## src/rtl/module_seg_scan.sv

```systemverilog
// Time-multiplexed 7-segment scanner for N_DIGITS BCD digits. Words arrive over valid/ready
// and reach the display only at scan-frame boundaries, so a frame never mixes two words.
module module_seg_scan #(
  parameter int N_DIGITS       = 4,
  parameter int REFRESH_DIV    = 50000,
  parameter bit SEG_ACTIVE_LOW = 1'b1,
  parameter bit AN_ACTIVE_LOW  = 1'b0
) (
  input  logic                  clk,
  input  logic                  rst,
  input  logic [4*N_DIGITS-1:0] digits_in,
  input  logic                  valid,
  output logic                  ready,
  input  logic                  lz_en,
  input  logic                  blank,
  output logic [6:0]            seg,
  output logic [N_DIGITS-1:0]   transis,
  output logic                  loaded
);
  localparam int CW = (REFRESH_DIV > 1) ? $clog2(REFRESH_DIV) : 1;
  localparam int SW = $clog2(N_DIGITS);
  localparam logic [CW-1:0] CNT_LAST = CW'(REFRESH_DIV - 1);
  localparam logic [SW-1:0] SEL_LAST = SW'(N_DIGITS - 1);
  // XOR masks: all-ones inverts an active-high pattern into active-low form
  localparam logic [6:0]          SEG_OFF = {7{SEG_ACTIVE_LOW}};
  localparam logic [N_DIGITS-1:0] AN_OFF  = {N_DIGITS{AN_ACTIVE_LOW}};

  logic [CW-1:0]         cnt_reg;
  logic [SW-1:0]         sel_reg;
  logic                  pend_reg;
  logic                  loaded_reg;
  logic [6:0]            seg_reg;
  logic [N_DIGITS-1:0]   transis_reg;
  logic [4*N_DIGITS-1:0] disp_flat;
  logic                  tick;
  logic                  frame_end;
  logic                  accept;
  logic                  swap;
  logic [N_DIGITS-1:0]   lit_mask;
  logic                  zero_run;
  logic [3:0]            cur_digit;
  logic [6:0]            cur_pattern;
  logic [N_DIGITS-1:0]   cur_onehot;

  function automatic logic [6:0] decode7(input logic [3:0] d);
    case (d)
      4'd0:    decode7 = 7'b1111110;
      4'd1:    decode7 = 7'b0110000;
      4'd2:    decode7 = 7'b1101101;
      4'd3:    decode7 = 7'b1111001;
      4'd4:    decode7 = 7'b0110011;
      4'd5:    decode7 = 7'b1011011;
      4'd6:    decode7 = 7'b1011111;
      4'd7:    decode7 = 7'b1110000;
      4'd8:    decode7 = 7'b1111111;
      4'd9:    decode7 = 7'b1111011;
      default: decode7 = 7'b1001001;
    endcase
  endfunction

  assign tick      = (cnt_reg == CNT_LAST);
  assign frame_end = tick && (sel_reg == SEL_LAST);
  assign accept    = valid && !pend_reg;
  assign swap      = frame_end && pend_reg;

  always_ff @(posedge clk) begin
    if (rst) begin
      cnt_reg <= '0;
      sel_reg <= '0;
    end else if (tick) begin
      cnt_reg <= '0;
      sel_reg <= (sel_reg == SEL_LAST) ? '0 : sel_reg + 1'b1;
    end else begin
      cnt_reg <= cnt_reg + 1'b1;
    end
  end

  // accept needs pend=0 and swap needs pend=1, so they never collide
  always_ff @(posedge clk) begin
    if (rst) begin
      pend_reg   <= 1'b0;
      loaded_reg <= 1'b0;
    end else begin
      loaded_reg <= swap;
      if (accept)
        pend_reg <= 1'b1;
      else if (swap)
        pend_reg <= 1'b0;
    end
  end

  for (genvar gi = 0; gi < N_DIGITS; gi++) begin : g_digit
    logic [3:0] pend_data_reg;
    logic [3:0] disp_reg;
    always_ff @(posedge clk) begin
      if (rst) begin
        pend_data_reg <= '0;
        disp_reg      <= '0;
      end else begin
        if (accept)
          pend_data_reg <= digits_in[4*gi +: 4];
        if (swap)
          disp_reg <= pend_data_reg;
      end
    end
    assign disp_flat[4*gi +: 4] = disp_reg;
  end

  // Walk down from the top digit; a digit stays dark while everything above it is zero
  always_comb begin
    lit_mask = '1;
    zero_run = 1'b1;
    for (int i = N_DIGITS - 1; i >= 1; i--) begin
      zero_run = zero_run && (disp_flat[4*i +: 4] == 4'd0);
      if (zero_run)
        lit_mask[i] = 1'b0;
    end
  end

  assign cur_digit   = disp_flat[4*sel_reg +: 4];
  assign cur_pattern = decode7(cur_digit);
  assign cur_onehot  = N_DIGITS'(1) << sel_reg;

  always_ff @(posedge clk) begin
    if (rst || blank || (lz_en && !lit_mask[sel_reg])) begin
      seg_reg     <= SEG_OFF;
      transis_reg <= AN_OFF;
    end else begin
      seg_reg     <= cur_pattern ^ SEG_OFF;
      transis_reg <= cur_onehot ^ AN_OFF;
    end
  end

  assign ready   = !pend_reg;
  assign loaded  = loaded_reg;
  assign seg     = seg_reg;
  assign transis = transis_reg;
endmodule

```

## config.mk

```make
export PLATFORM = sky130hd
export DESIGN_NAME = module_seg_scan
export DESIGN_NICKNAME = d
export VERILOG_FILES = /design/src/rtl/module_seg_scan.sv
export SDC_FILE = /design/constraint.sdc
export NUM_CORES = 1
export LEC_CHECK = 0
export BUFFER_PORTS_ARGS = -buffer_cell sky130_fd_sc_hd__buf_2
export CAP_MARGIN = 20
export CORE_MARGIN = 1.5
export CORE_UTILIZATION = 55
export DETAILED_ROUTE_END_ITERATION = 10
export MAX_ROUTING_LAYER = met4
export PLACE_DENSITY = 0.77
export SYNTH_ARGS = -nofsm -noshare
export SYNTH_HDL_FRONTEND = slang
export SYNTH_SLANG_ARGS = --single-unit
```

## constraint.sdc

```tcl
create_clock -name clk -period 2.3 [get_ports clk]
set_clock_uncertainty 0.05 [all_clocks]
set_input_delay 0.345 -clock clk [delete_from_list [all_inputs] [get_ports clk]]
set_output_delay 0.345 -clock clk [all_outputs]
set_load 0.01 [all_outputs]
```

# [Word-level counts from Yosys, hierarchy flattened]
# Memories as Yosys holds them, arrays and structs flattened.
# Index checks and enable logic that the tools add are counted.
[word_totals] register_bits=63 in_bits=21 rom_bits=112 n_memories=1
[mem_list] memory="(name not given)" depth=16 width=7 read_ports=1 rd_clocked_by_memory_dff=0 wr=0 line_no="46" text="case (d)"
[classes] bitwise_logic=1 reduce_logical=15 n_lt_le_gt_ge=1 add_sub_neg=2 mux=8 eq_ne=2 shift=2
[op_table] op="$add 16x1->16 const B" count=1
[op_table] op="$eq 16x16->1 const B" count=1
[op_table] op="$shiftx 16x5->4" count=1
[op_table] op="$logic_not 4->1" count=3
[op_table] op="$not 7->7" count=1
[op_table] op="$logic_and 1x1->1" count=6
[op_table] op="$mux 1" count=6
[op_table] op="$shl 1x2->4 const A" count=1
[op_table] op="$lt 2x3->1 const B" count=1
[op_table] op="$add 2x1->2 const B" count=1
[op_table] op="$bmux 1 s2" count=1
[op_table] op="$eq 2x2->1 const B" count=1
[op_table] op="$logic_not 1->1" count=2
[op_table] op="$logic_or 1x1->1" count=2
[op_table] op="$mux 2" count=1
[op_table] op="$reduce_bool 2->1" count=1
[op_table] op="$reduce_or 2->1" count=1

# [Depth between registers and ports, before layout]
[logic_depth] ltp_word=9 depth_mapped=8 depth_no_buf=6

# [Worst setup path before layout]
# Ideal clock, no wire load.
[synth_timing] path_kind="flip-flop to flip-flop" start="register sel_reg[0]" end="register seg_reg[2], in the netlist seg[2]" path_stages_with_launch=8 path_slack_ps=431 arrival_ps=1687 path_buffers=1 cell_sequence="dfxtp_1 buf_2 mux4_2 inv_1 ha_1 nor2b_1 a211oi_1 o21ai_0"
[synth_between] elab_chain_cells=5
[synth_lines] element="start: declaration" line_no="29" text="logic [SW-1:0] sel_reg;"
[synth_lines] element="start signal: assignment" line_no="72" text="sel_reg <= (sel_reg == SEL_LAST) ? '0 : sel_reg + 1'b1;"
[synth_lines] element="branches (longest 5 deep; another with $mem_v2 16x7)"
[synth_lines] element="end signal: assignment" line_no="129" text="seg_reg <= cur_pattern ^ SEG_OFF;"
[synth_lines] element="end: declaration" line_no="32" text="logic [6:0] seg_reg;"
# Several ways; the timed one is not identified. The select of a mux whose other input is x is not followed.
# A chain may end at the register's enable or synchronous reset.

# [Worst setup path in the final report]
[layout_timing] start="register sel_reg[0]" end="register seg_reg[3], in the netlist seg[3]"
# Same word-level chain as after synthesis.

==> results.ini <==
[job]
cap_violations=0

[power]
combPwrFrac=0.037
p_int_mw=1.90
seqPwrFrac=0.475
p_leak_nw=1.19
power_density_nw_per_um2=814
max-vdd-ir-drop_uv=500
pwr-share-clk=0.488
finalPower_mw=2.39
swShare=0.204
power_switching_mw=0.487

[placed_design]
port-buffer-count=33
dpl.cell_count=329
place_ws_ns=0.273
gp_congestion=0.879
hpwl_um=3050

[floorplan]
rows=24
dieHeight_um=70.8
ios=34
core_area_um2=4380
start_util=0.577
fp.dieW_um=70.8
dieArea_um2=5020

[grt]
antenna_found_initial=0
grtUsageTotal=0.202
grt_pass1_wl_um=7710
gr-total-overflow=0
grt_pass1_vias=1737
grt_start_max_net_pins=23

[finish]
antenna-diode-count=0
layout.cells.non_filler=345
layout.nets=315
synthToLayoutAreaGrowth_pct=15.8
drive_above_1_share=0.232
utilization=0.669

[logic_synthesis]
synth_most_common_cell=dfxtp_1
synthTopCellsByCount=dfxtp_1 (63), nand2_1 (41), a21oi_1 (22)
synth.mux.area_fraction=0.0479
yosysTopAreaCell=dfxtp_1
synth_edf_count=0
synth.distinct_cells=41
ys.flop_type=dfxtp_1
synth_cells=259
yosysSeqAreaShare=0.498
synth_top_area_share=0.498
syn_area_per_cell_um2=9.77
yosysWarnings=0
synthSimpleGateAreaFrac=0.199
synth_compound_area_frac=0.139
synth_area_leaders=dfxtp_1 (50%), nand2_1 (6.1%), a21oi_1 (4.3%)
synth_fp_nets=286
synth_top_family_by_area=simple AND/OR/NAND/NOR gates
ys_ff_latch=63
async_flop_share=0
synth_xor_area_frac=0.0415
synth.cell_area_um2=2530
synth_fa_ha_area_frac=0.0297

[route]
first_pass_iters=4
route.met3.wl_um=211
drc_errors=0
dr_wl_met2_um=1940
drtIter0Drc=89
viasPerCell=5.27
route.top_layer_used=met4
wl_per_cell_um=12.7
ant_nets=0
routed_wl_um=4370
met1Wirelength_um=2110
vias=1819

[setup_path]
arrival_ns=2.24
path_class=flip-flop to flip-flop
crit_required_ns=2.51
endpoint_kind=flip-flop
cp_common_cell=o21ai_0
crit_path_start_kind=flip-flop
path_cells=mux4_2 -> inv_1 -> ha_1 -> nand2_1 -> o21ai_0 -> o21ai_0
max_stage_delay_ns=0.62
cp_max_fo=13
critPathSlowestCell=dfxtp_1

[clocking]
numCtsBuffers=9
clk_latency_ns=0.34
cts_root_buf=clkbuf_8
cts.sinks=63
clk_pin_slew_ns=0.07
clockBufferDepth=2
cts_tree=yes
cts_resized=0
htreeDepth=3
postCtsSetupBuffers=0
cts_hold_buf=0

[timing]
setup_violations=0
finalHoldViolations=0
maxSlewHeadroom=0.360
timing.final.ws_setup_ns=0.265
min_period_ns=2.04
tightest_slew_ns=0.958
rsz0062_at_grt=no
slew_viol_final=0
post-route-period-util=0.885
fmax_ghz=0.491
setup-tns-final_ns=0

[worst_hold_path]
min_path_type=input pin to flip-flop

[outcome]
outcome=finished clean

critical path, delay by kind of cell (launching register included):
family,cells,cell delay [ns]
AOI/OAI and AO/OA,2,0.23
adders and majority gates,1,0.25
buffers and inverters,1,0.11
DFF,1,0.62
muxes,1,0.62
and+or+nand+nor,1,0.07
kinds of logic after synthesis:
family,count (synthesis)
AND/OR/NAND/NOR,95
flip-flops,63
AO/OA/AOI/OAI,53
buffers and inverters,23
XOR/XNOR,12
multiplexers,7
adder cells (fa/ha/maj),6
stage by stage:
| step | hold WS (ns) | area [um^2] |
|---|---|---|
| 6_report | 0.183 | 2930 |
| 5_1_grt | 0.178 | 2930 |
| 4_1_cts | 0.174 | 2930 |
| 3_5_place_dp | 0.400 | 2690 |
| 3_3_place_gp | 0.392 | 2690 |
| 2_1_floorplan | 0.376 | 2530 |
layout by cell type, fill, tap and decap left out, types with 3 or more instances in the layout:
cell,count
a21oi_1,22
inv_1,6
and4_1,3
a22o_2,7
nand2_1,41
o21ai_0,9
buf_2,33
dfxtp_1,63
mux4_2,4
bufinv_16,3
and3_1,4
nand4_1,4
a22o_1,9
nand3_1,6
clkbuf_8,10
ha_1,6
xor2_1,10
nor2_1,18
routing by layer:
metal	vias up	global-route usage
met5	-	-
met4	0	0.115
met3	8	0.0670
met2	41	0.294
met1	810	0.246
li1	960	-
power by group through the flow:
stage               Sequential [mW]  Combinational, mW  Clock (mW)
floorplan                      1.16             0.0590           0
detailed placement             1.16             0.0901           0
CTS                            1.13             0.0905        1.18
global placement               1.16             0.0881           0
finish                         1.13             0.0888        1.16
global route                   1.14              0.103        1.23
path summary, 6_finish.rpt:
check                         startpoint                           to  slack (ns)  cells past startpoint
min reg2reg  g_digit[1].pend_data_reg[2]  g_digit[1].pend_data_reg[2]        0.40                      2
min                                valid                     pend_reg        0.18                      2
max reg2reg                   sel_reg[0]                       seg[3]        0.26                      6
max                           sel_reg[0]                       seg[3]        0.26                      6
area by class of cell:
cell class                      count  area [um^2]
Clock buffer                       10          138
Clock inverter                      6          108
Fill cell                         343         1450
Inverter                            6         22.5
Multi-Input combinational cell    173         1160
Sequential cell                    63         1260
Tap cell                           52         65.1
Timing Repair Buffer               35          180
(Power assumes the default switching activity.)
